### config.mk
export PLATFORM = sky130hd
export DESIGN_NAME = lsu_mem_ctrl_flat
export DESIGN_NICKNAME = d
export VERILOG_FILES = /design/src/rtl/lsu_mem_ctrl_if.sv /design/src/rtl/lsu_mem_ctrl.sv /design/src/flat_wrapper.sv
export SDC_FILE = /design/constraint.sdc
export NUM_CORES = 1
export LEC_CHECK = 0
export CORE_UTILIZATION = 47
export DETAILED_ROUTE_END_ITERATION = 6
export MAX_ROUTING_LAYER = met4
export PLACE_DENSITY = 0.74
export SLEW_MARGIN = 0
export SYNTH_ARGS = -nofsm -noshare
export SYNTH_HDL_FRONTEND = slang
export SYNTH_SLANG_ARGS = --single-unit
### constraint.sdc
create_clock -name clk -period 12.5 [get_ports clk]
set_input_delay 2.5 -clock clk [delete_from_list [all_inputs] [get_ports clk]]
set_output_delay 2.5 -clock clk [all_outputs]
set_load 0.05 [all_outputs]
### src/rtl/lsu_mem_ctrl_if.sv
// lsu_mem_ctrl_if: mem_ops opcode package plus the signal bundle around lsu_mem_ctrl.
//   request : in_valid/in_ready/in_memop/in_addr/in_wdata/in_tag, flush
//   format  : fmt_memop/fmt_addr/fmt_wdata out, fmt_is_store/fmt_byte_enable/fmt_out in
//   dcache  : mem_d_read/mem_d_write/mem_d_address/mem_d_wdata/mem_d_byte_enable out, mem_d_resp in
//   result  : out_valid/out_tag/out_data/out_is_store (+ out_misalign under MISALIGN_TRAP_EN), out_ready
//   master modport is the controller side, slave modport is its environment.
package lsu_mem_pkg;
  typedef enum logic [2:0] {MEM_LB, MEM_LH, MEM_LW, MEM_LBU, MEM_LHU, MEM_SB, MEM_SH, MEM_SW} mem_ops;
endpackage

interface lsu_mem_ctrl_if #(parameter int TAG_W = 5);
  import lsu_mem_pkg::*;
  logic in_valid, in_ready, flush;
  mem_ops in_memop, fmt_memop;
  logic [31:0] in_addr, in_wdata, fmt_addr, fmt_wdata, fmt_out;
  logic [TAG_W-1:0] in_tag, out_tag;
  logic fmt_is_store;
  logic [3:0] fmt_byte_enable, mem_d_byte_enable;
  logic mem_d_read, mem_d_write, mem_d_resp;
  logic [31:0] mem_d_address, mem_d_wdata, out_data;
  logic out_valid, out_ready, out_is_store;
`ifdef MISALIGN_TRAP_EN
  logic out_misalign;
`endif
  modport master (
    input in_valid, in_memop, in_addr, in_wdata, in_tag, flush,
    input fmt_is_store, fmt_byte_enable, fmt_out, mem_d_resp, out_ready,
    output in_ready, fmt_memop, fmt_addr, fmt_wdata,
    output mem_d_read, mem_d_write, mem_d_address, mem_d_wdata, mem_d_byte_enable,
    output out_valid, out_tag, out_data, out_is_store
`ifdef MISALIGN_TRAP_EN
    , output out_misalign
`endif
  );
  modport slave (
    output in_valid, in_memop, in_addr, in_wdata, in_tag, flush,
    output fmt_is_store, fmt_byte_enable, fmt_out, mem_d_resp, out_ready,
    input in_ready, fmt_memop, fmt_addr, fmt_wdata,
    input mem_d_read, mem_d_write, mem_d_address, mem_d_wdata, mem_d_byte_enable,
    input out_valid, out_tag, out_data, out_is_store
`ifdef MISALIGN_TRAP_EN
    , input out_misalign
`endif
  );
endinterface

### src/rtl/lsu_mem_ctrl.sv
// lsu_mem_ctrl: in-order load/store issue controller between reservation stage, byte formatter, dcache and CDB.
//   clk, rst : clock, asynchronous active-high reset
//   bus      : lsu_mem_ctrl_if.master (request FIFO input, formatter, dcache, CDB result)
//   MISALIGN_TRAP_EN : when defined, misaligned lh/lhu/sh/lw/sw skip the dcache and report out_misalign
module lsu_mem_ctrl
  import lsu_mem_pkg::*;
#(
  parameter int DEPTH = 4,
  parameter int TAG_W = 5
) (
  input  logic clk,
  input  logic rst,
  lsu_mem_ctrl_if.master bus
);
  localparam int AW = $clog2(DEPTH);
  typedef enum logic [1:0] {IDLE, ACCESS, RESP} state_t;
  state_t state_q, state_d;
  logic [AW:0] count_q, count_d;
  logic [AW-1:0] rd_q, rd_d, wr_q, wr_d;
  logic kill_q, kill_d, store_q, store_d, push, pop, kill_now;
  logic [31:0] data_q, data_d;
  logic [TAG_W-1:0] tag_q, tag_d;
  mem_ops op_q [DEPTH], op_d [DEPTH];
  logic [31:0] addr_q [DEPTH], addr_d [DEPTH], wdata_q [DEPTH], wdata_d [DEPTH];
  logic [TAG_W-1:0] etag_q [DEPTH], etag_d [DEPTH];
`ifdef MISALIGN_TRAP_EN
  logic mis_q, mis_d, head_mis;
  assign head_mis = (op_q[rd_q] inside {MEM_LH, MEM_LHU, MEM_SH} && addr_q[rd_q][0]) ||
                    (op_q[rd_q] inside {MEM_LW, MEM_SW} && addr_q[rd_q][1:0] != 2'b00);
  assign bus.out_misalign = state_q == RESP && mis_q;
`endif
  assign bus.in_ready = count_q != (AW+1)'(DEPTH) && !kill_q;
  // Head only pops on CDB handoff, so the formatter inputs stay stable through the access.
  assign bus.fmt_memop = op_q[rd_q];
  assign bus.fmt_addr = addr_q[rd_q];
  assign bus.fmt_wdata = wdata_q[rd_q];
  assign bus.mem_d_read = state_q == ACCESS && !bus.fmt_is_store;
  assign bus.mem_d_write = state_q == ACCESS && bus.fmt_is_store;
  assign bus.mem_d_address = {addr_q[rd_q][31:2], 2'b00};
  assign bus.mem_d_byte_enable = bus.fmt_byte_enable;
  assign bus.mem_d_wdata = bus.fmt_out;
  assign bus.out_valid = state_q == RESP;
  assign bus.out_tag = tag_q;
  assign bus.out_data = data_q;
  assign bus.out_is_store = store_q;
  always_comb begin
    state_d = state_q;
    kill_d = kill_q;
    data_d = data_q;
    tag_d = tag_q;
    store_d = store_q;
    op_d = op_q;
    addr_d = addr_q;
    wdata_d = wdata_q;
    etag_d = etag_q;
`ifdef MISALIGN_TRAP_EN
    mis_d = mis_q;
`endif
    push = bus.in_valid && bus.in_ready && !bus.flush;
    pop = 1'b0;
    kill_now = kill_q || bus.flush;
    if (push) begin
      op_d[wr_q] = bus.in_memop;
      addr_d[wr_q] = bus.in_addr;
      wdata_d[wr_q] = bus.in_wdata;
      etag_d[wr_q] = bus.in_tag;
    end
    case (state_q)
      IDLE: if (count_q != '0 && !bus.flush) begin
        state_d = ACCESS;
`ifdef MISALIGN_TRAP_EN
        if (head_mis) begin
          state_d = RESP;
          data_d = '0;
          tag_d = etag_q[rd_q];
          store_d = op_q[rd_q] inside {MEM_SB, MEM_SH, MEM_SW};
          mis_d = 1'b1;
        end
`endif
      end
      ACCESS: if (bus.mem_d_resp) begin
        // A squashed head is retired silently once the dcache answers.
        state_d = kill_now ? IDLE : RESP;
        pop = kill_now;
        kill_d = 1'b0;
        data_d = bus.fmt_is_store ? '0 : bus.fmt_out;
        tag_d = etag_q[rd_q];
        store_d = bus.fmt_is_store;
`ifdef MISALIGN_TRAP_EN
        mis_d = 1'b0;
`endif
      end
      RESP: begin
        pop = bus.out_ready && !bus.flush;
        state_d = (bus.out_ready || bus.flush) ? IDLE : RESP;
      end
      default: state_d = IDLE;
    endcase
    rd_d = rd_q + AW'(pop);
    wr_d = wr_q + AW'(push);
    count_d = count_q + (AW+1)'(push) - (AW+1)'(pop);
    // Flush mid-access keeps only the head, whose dcache transaction must still complete.
    if (bus.flush) begin
      kill_d = state_q == ACCESS && !bus.mem_d_resp;
      wr_d = kill_d ? rd_q + 1'b1 : rd_d;
      count_d = kill_d ? (AW+1)'(1) : '0;
    end
  end
  always_ff @(posedge clk or posedge rst)
    if (rst) begin
      state_q <= IDLE;
      count_q <= '0;
      rd_q <= '0;
      wr_q <= '0;
      kill_q <= 1'b0;
      data_q <= '0;
      tag_q <= '0;
      store_q <= 1'b0;
      op_q <= '{default: MEM_LB};
      addr_q <= '{default: '0};
      wdata_q <= '{default: '0};
      etag_q <= '{default: '0};
`ifdef MISALIGN_TRAP_EN
      mis_q <= 1'b0;
`endif
    end else begin
      state_q <= state_d;
      count_q <= count_d;
      rd_q <= rd_d;
      wr_q <= wr_d;
      kill_q <= kill_d;
      data_q <= data_d;
      tag_q <= tag_d;
      store_q <= store_d;
      op_q <= op_d;
      addr_q <= addr_d;
      wdata_q <= wdata_d;
      etag_q <= etag_d;
`ifdef MISALIGN_TRAP_EN
      mis_q <= mis_d;
`endif
    end
endmodule

### src/flat_wrapper.sv
// flat-port wrapper written by rule: the top's interface ports become plain ports
module lsu_mem_ctrl_flat import lsu_mem_pkg::*;
#(
  parameter int DEPTH = 4,
  parameter int TAG_W = 5
)
  (clk, rst, bus_in_valid, bus_in_memop, bus_in_addr, bus_in_wdata, bus_in_tag, bus_flush, bus_fmt_is_store, bus_fmt_byte_enable, bus_fmt_out, bus_mem_d_resp, bus_out_ready, bus_in_ready, bus_fmt_memop, bus_fmt_addr, bus_fmt_wdata, bus_mem_d_read, bus_mem_d_write, bus_mem_d_address, bus_mem_d_wdata, bus_mem_d_byte_enable, bus_out_valid, bus_out_tag, bus_out_data, bus_out_is_store);
  lsu_mem_ctrl_if #(.TAG_W(TAG_W)) bus_i ();
  input  logic clk;
  input  logic rst;
  input wire logic [$bits(bus_i.in_valid)-1:0] bus_in_valid;
  input wire logic [$bits(bus_i.in_memop)-1:0] bus_in_memop;
  input wire logic [$bits(bus_i.in_addr)-1:0] bus_in_addr;
  input wire logic [$bits(bus_i.in_wdata)-1:0] bus_in_wdata;
  input wire logic [$bits(bus_i.in_tag)-1:0] bus_in_tag;
  input wire logic [$bits(bus_i.flush)-1:0] bus_flush;
  input wire logic [$bits(bus_i.fmt_is_store)-1:0] bus_fmt_is_store;
  input wire logic [$bits(bus_i.fmt_byte_enable)-1:0] bus_fmt_byte_enable;
  input wire logic [$bits(bus_i.fmt_out)-1:0] bus_fmt_out;
  input wire logic [$bits(bus_i.mem_d_resp)-1:0] bus_mem_d_resp;
  input wire logic [$bits(bus_i.out_ready)-1:0] bus_out_ready;
  output wire logic [$bits(bus_i.in_ready)-1:0] bus_in_ready;
  output wire logic [$bits(bus_i.fmt_memop)-1:0] bus_fmt_memop;
  output wire logic [$bits(bus_i.fmt_addr)-1:0] bus_fmt_addr;
  output wire logic [$bits(bus_i.fmt_wdata)-1:0] bus_fmt_wdata;
  output wire logic [$bits(bus_i.mem_d_read)-1:0] bus_mem_d_read;
  output wire logic [$bits(bus_i.mem_d_write)-1:0] bus_mem_d_write;
  output wire logic [$bits(bus_i.mem_d_address)-1:0] bus_mem_d_address;
  output wire logic [$bits(bus_i.mem_d_wdata)-1:0] bus_mem_d_wdata;
  output wire logic [$bits(bus_i.mem_d_byte_enable)-1:0] bus_mem_d_byte_enable;
  output wire logic [$bits(bus_i.out_valid)-1:0] bus_out_valid;
  output wire logic [$bits(bus_i.out_tag)-1:0] bus_out_tag;
  output wire logic [$bits(bus_i.out_data)-1:0] bus_out_data;
  output wire logic [$bits(bus_i.out_is_store)-1:0] bus_out_is_store;
  assign bus_i.in_valid = bus_in_valid;
  assign bus_i.in_memop = bus_in_memop;
  assign bus_i.in_addr = bus_in_addr;
  assign bus_i.in_wdata = bus_in_wdata;
  assign bus_i.in_tag = bus_in_tag;
  assign bus_i.flush = bus_flush;
  assign bus_i.fmt_is_store = bus_fmt_is_store;
  assign bus_i.fmt_byte_enable = bus_fmt_byte_enable;
  assign bus_i.fmt_out = bus_fmt_out;
  assign bus_i.mem_d_resp = bus_mem_d_resp;
  assign bus_i.out_ready = bus_out_ready;
  assign bus_in_ready = bus_i.in_ready;
  assign bus_fmt_memop = bus_i.fmt_memop;
  assign bus_fmt_addr = bus_i.fmt_addr;
  assign bus_fmt_wdata = bus_i.fmt_wdata;
  assign bus_mem_d_read = bus_i.mem_d_read;
  assign bus_mem_d_write = bus_i.mem_d_write;
  assign bus_mem_d_address = bus_i.mem_d_address;
  assign bus_mem_d_wdata = bus_i.mem_d_wdata;
  assign bus_mem_d_byte_enable = bus_i.mem_d_byte_enable;
  assign bus_out_valid = bus_i.out_valid;
  assign bus_out_tag = bus_i.out_tag;
  assign bus_out_data = bus_i.out_data;
  assign bus_out_is_store = bus_i.out_is_store;
  lsu_mem_ctrl #(.DEPTH(DEPTH), .TAG_W(TAG_W)) u_core (.clk(clk), .rst(rst), .bus(bus_i));
endmodule
# Word-level counts from Yosys, hierarchy flattened
# Cells that the tools add are included.
dict set report op_classes {
  n_addsub 5
  order_cmp 3
  n_eq_ne 5
  muxes 37
  bitwise 2
  n_reduce_logical 22
}
# cell n
set op_table {}
lappend op_table {{128-bit bitwise mux} 2}
lappend op_table {{32-bit two-way mux} 6}
lappend op_table {{32-bit binary-select mux with 2-bit select} 2}
lappend op_table {{32-bit demux with 2-bit select} 1}
lappend op_table {{20-bit bitwise mux} 1}
lappend op_table {{5-bit two-way mux} 3}
lappend op_table {{12-bit bitwise mux} 1}
lappend op_table {{2-bit two-way mux} 6}
lappend op_table {{3-bit two-way mux} 4}
lappend op_table {{5-bit binary-select mux with 2-bit select} 1}
lappend op_table {{5-bit demux with 2-bit select} 1}
lappend op_table {{1-bit logical AND} 9}
lappend op_table {{3-bit binary-select mux with 2-bit select} 1}
lappend op_table {{3-bit demux with 2-bit select} 1}
lappend op_table {{3-bit greater-or-equal comparator (second input constant)} 2}
lappend op_table {{2-bit inverter with 3-bit output} 2}
lappend op_table {{2-bit one-hot mux with 3 select lines} 1}
lappend op_table {{2-bit AND reduction} 3}
lappend op_table {{1-bit two-way mux} 5}
lappend op_table {{2-bit by 1-bit adder with 2-bit output} 2}
lappend op_table {{1-bit logical NOT} 4}
lappend op_table {{2-bit nonzero test} 2}
lappend op_table {{3-bit by 1-bit adder with 3-bit output} 1}
lappend op_table {{3-bit by 1-bit < comparator with 1-bit output (second input constant)} 1}
lappend op_table {{11 further kinds} 12}
dict set report word_totals {
  reg_bits 336
  inputBits 115
}

# Depth between registers and ports, before layout
dict set report depth {
  ltp_word 7
  depth_mapped 11
  depth_no_buf 11
}

# Least setup slack after synthesis
# Ideal clock, no wire load.
dict set report synth_path {
  path_type {in2out}
  from {input bus_fmt_is_store}
  to {output bus_mem_d_read}
  arrival_time_ns 3.154
  required_ns 10.000
  setup_slack_ns 6.846
  path_stages 1
  path_buffers 0
  path_cell_list {nor2_1}
}
dict set report synth_via {
  elab_chain_cells 2
}
# item line
set synth_lines {}
lappend synth_lines {{from (decl)} flat_wrapper.sv:17} ;# input wire logic [$bits(bus_i.fmt_is_store)-1:0] bus_fmt_is_store;
lappend synth_lines {{1-bit logical NOT} lsu_mem_ctrl.sv:37} ;# assign bus.mem_d_read = state_q == ACCESS && !bus.fmt_is_store;
lappend synth_lines {{1-bit logical AND} lsu_mem_ctrl.sv:37}
lappend synth_lines {{to (decl)} flat_wrapper.sv:26} ;# output wire logic [$bits(bus_i.mem_d_read)-1:0] bus_mem_d_read;
# No other way between the ends.

# Final worst setup path
dict set report layout_path {
  from {input bus_fmt_is_store}
  to {output bus_mem_d_write}
}
dict set report layout_via {
  elab_chain_cells 1
}
# item line
set layout_lines {}
lappend layout_lines {{1-bit logical AND} lsu_mem_ctrl.sv:38} ;# assign bus.mem_d_write = state_q == ACCESS && bus.fmt_is_store;
lappend layout_lines {{to (decl)} flat_wrapper.sv:27} ;# output wire logic [$bits(bus_i.mem_d_write)-1:0] bus_mem_d_write;
# No other way between the ends.

==> results by stage <==
Critical path:
- The type of the worst setup path is in -> out.
- The arrival time at the worst endpoint is around 4000 ps.
- The largest driver fanout on the critical path is 3.
- STA classifies the critical path endpoint as a primary output.
- The worst setup path is launched from a primary input.
- The required time of the critical path is ~10000 ps.

Die:
- Measured along the y axis, the die boundary spans 182 um.
- The I/O pin count is 292.
- The core outline area is roughly 32000 um^2.
- The die covers 33200 um^2.
- The floorplan step set the die width to roughly 180 um.
- The starting density of the core is about half.
- The standard-cell row count is 65.

Clocking:
- In this run, post-CTS hold repair placed 0 buffers.
- The root buffer cell is clkbuf_16.
- After clock tree synthesis, the clock-pin slew on the worst setup and hold paths is 50 ps.
- The maximum count of clock buffers along a single path is 3.
- TritonCTS built the clock tree.
- The clock reaches the later pin of the worst-skew pair after 500 ps.
- Gates resized during post-CTS repair numbered 0.
- The number of sinks on the clock net is 336.
- The number of buffers added by the clock tree synthesis step is 36.
- CTS built an H-tree with a depth of 2.
- The post-CTS setup repair buffer count is 0.

Finish:
- The post-route standard cell area excluding fillers is 18900 um^2.
- The fill cell instance count of the final layout is 2402.
- The number of nets in the layout is roughly 1300.
- The library cell used most frequently in the layout, excluding fill and tap cells, is dfrtp_1.
- The multi-input combinational cells in the finished layout cover a total of roughly 5900 um^2.
- The sequential cells in the finished layout cover a total of about 8400 um^2.
- The synthesis-to-layout area growth is 23.7%.
- Cells with a size suffix above 1 make up a little under two fifths of the layout.
- In the layout the commonest cells are 334 x dfrtp_1, 281 x clkdlybuf4s50_1, 224 x mux2_2.

Synth:
- The number of cells produced by synthesis is between 900 and 1000.
- The synthesized-area fraction occupied by xor and xnor cells is less than 1%.
- The number of warnings issued by yosys is 0.
- The adder-cell share of the synthesized area is 0.623%.
- The dominant combinational cell family by area after synthesis is multiplexers.
- In this run, synthesis produced a sequential element count of about 340.
- The synthesized cell area is 15300 um^2.
- The post-synthesis sequential area ratio is a little under three fifths.
- The number of distinct library cell variants in the gate-level netlist after synthesis is 32.
- The synthesized netlist devotes 0.762% of its cell area to simple gates.
- The synthesized netlist devotes ~2.5% of its cell area to compound gates.
- In the synthesized netlist, mux cells make up approximately a third of the area.
- A synthesized cell averages 16.6 um^2.

STA:
- The number of max-slew violations in the final report came to 0.
- Measured against its own limit, the worst slew margin works out to between 30% and 40%.
- Final hold analysis gives a worst-case slack of 498 ps.
- The total setup violations reported at the end of the flow is 0.
- Setup repair after global routing left no endpoint under its margin.
- After layout, the worst path uses 51.6% of the clock period.
- Setup slack on the critical path of the routed design comes to just over 6000 ps.
- The total negative slack for setup checks is 0 ps.
- The worst clock skew on the final layout is about 13 ps.
- The final count of hold timing violations is 0.
- The routed design could run at a clock period as short as approximately 6400 ps.
- At the pin with the least slew margin, the transition time is between 1000 and 1500 ps.
- For this run, the top clock speed supported by timing is ~160 MHz.

Drt:
- The number of nets with antenna violations after routing is 0.
- The final layout contains routed wiring with a total length of around 33 mm.
- In the final routed layout, each cell accounts on average for between 20 and 25 um.
- After detailed routing, the number of remaining DRC violations is 0.
- The total iterations of the first detailed-routing run is 4.
- The DRC violation total after the first TritonRoute iteration is approximately 360.
- The vias per cell is 5.44.
- Summing over every cut layer, the via total after detailed routing is around 8500.

Placed design:
- The post-detailed-placement cell area is between 15000 and 20000 um^2.
- The number of input and output port buffers inserted is between 200 and 300.
- OpenSTA, run right after detailed placement, puts the worst setup slack at around 6100 ps.
- The detailed placer's ending HPWL is approximately 21 mm.
- The final estimated routing congestion in global placement is 0.745.

Run:
- The tool flagged a number of max-cap violations equal to 0.

GRT:
- The overall global routing resource usage is 21.0%.
- The initial antenna violation count is 3.
- The number of global-route vias before repair is 9167.
- The first global-routing pass estimated around 53 mm of wire.
- Global routing finished with a remaining overflow of 0.
- The maximum number of pins on one net before global-route repair is 167.

Min path:
- The worst hold path belongs to the class reg -> reg.

Outcome:
- The flow ran to the end, and the final reports show no timing, DRC or antenna violations.
## logic make-up (layout without fill, tap and decap cells)
| logic type | Yosys count | count (layout) |
|---|---|---|
| AO/OA/AOI/OAI | 46 | 46 |
| flip-flops | 336 | 336 |
| adder cells (fa/ha/maj) | 7 | 7 |
| multiplexers | 366 | 366 |
| buffers and inverters | 132 | 364 |
| XOR/XNOR | 8 | 8 |
| AND/OR/NAND/NOR | 25 | 25 |
| other | 1 | 5 |
## worst paths after layout
kind | endpoint | from | slack, ps | cells after the start
hold / removal | u_core.wdata_q[36] | u_core.wdata_q[36] | 500 | 1
setup / recovery | bus_mem_d_write | bus_fmt_is_store | 6050 | 3
max in group asynchronous | u_core.wdata_q[49] | rst | 8600 | 3
setup reg to reg | u_core.wdata_q[13] | u_core.kill_q | 9590 | 5
min in group asynchronous | u_core.addr_q[25] | rst | 2530 | 2
hold reg to reg | u_core.wdata_q[36] | u_core.wdata_q[36] | 500 | 1
## metal layers
layer / vias up / wire length, um / GRT usage (%)
li1: 3740 / - / -
met1: 4435 / 13900 / 26.3
met2: 251 / 16200 / 34.1
met3: 49 / 2210 / 5.27
met4: 0 / 684 / 5.61
met5: - / 0 / -
## cell usage after synthesis
cell type,count,area share [%]
a211oi_1,1,0.049
conb_1,1,0.025
and2_1,1,0.041
xnor2_1,4,0.23
buf_4,96,4.7
nand3b_1,2,0.098
o311a_4,1,0.14
o31ai_1,1,0.049
xor2_1,4,0.23
nand3_1,1,0.033
buf_1,3,0.074
nand2_1,4,0.098
and3_4,1,0.074
buf_12,8,1.0
nor2_1,14,0.34
nor2b_1,1,0.041
mux2_4,70,6.9
clkbuf_1,10,0.25
a22o_1,32,1.8
dfrtp_1,336,55
mux4_2,72,11
ha_1,6,0.49
buf_2,7,0.23
fa_1,1,0.13
o22ai_1,2,0.082
nor3_1,1,0.033
inv_2,1,0.025
o211ai_1,2,0.098
inv_1,7,0.17
a21oi_1,5,0.16
mux2_2,224,17
o21ai_0,2,0.066
## worst max-delay path: stages
cell and delay [ps]:
clkdlybuf4s50_1 510, and2_1 140, clkdlybuf4s50_1 790
## area by class of cell
cell class / count / share of cell area, %
clock buffer: 59 / 5.87
sequential: 336 / 44.6
clock inverter: 4 / 0.106
multi-input combinational: 454 / 31.1
timing repair buffer: 293 / 15.4
inverter: 8 / 0.199
tap: 402 / 2.66
antenna: 3 / 0.0398
## flip-flops by register name (all words and copies together) (netlist names)
| register | flops |
|---|---|
| u_core.addr_q | 128 |
| u_core.bus.out_data | 32 |
| u_core.bus.out_is_store | 1 |
| u_core.bus.out_tag | 5 |
| u_core.count_q | 3 |
| u_core.etag_q | 20 |
| u_core.kill_q | 1 |
| u_core.op_q | 12 |
| u_core.rd_q | 2 |
| u_core.state_q | 2 |
| u_core.wdata_q | 128 |
| u_core.wr_q | 2 |
## through the flow
stage               std cells  util (%)
CTS                      1556      59.5
floorplan                 922         -
finish                   1559      59.5
global route             1559      59.5
global placement         1493      56.0
detailed placement       1493      56.0
Power is left out: the tool's default activity adds up to more than one toggle a clock period on the data nets, which glitch-free logic cannot reach.
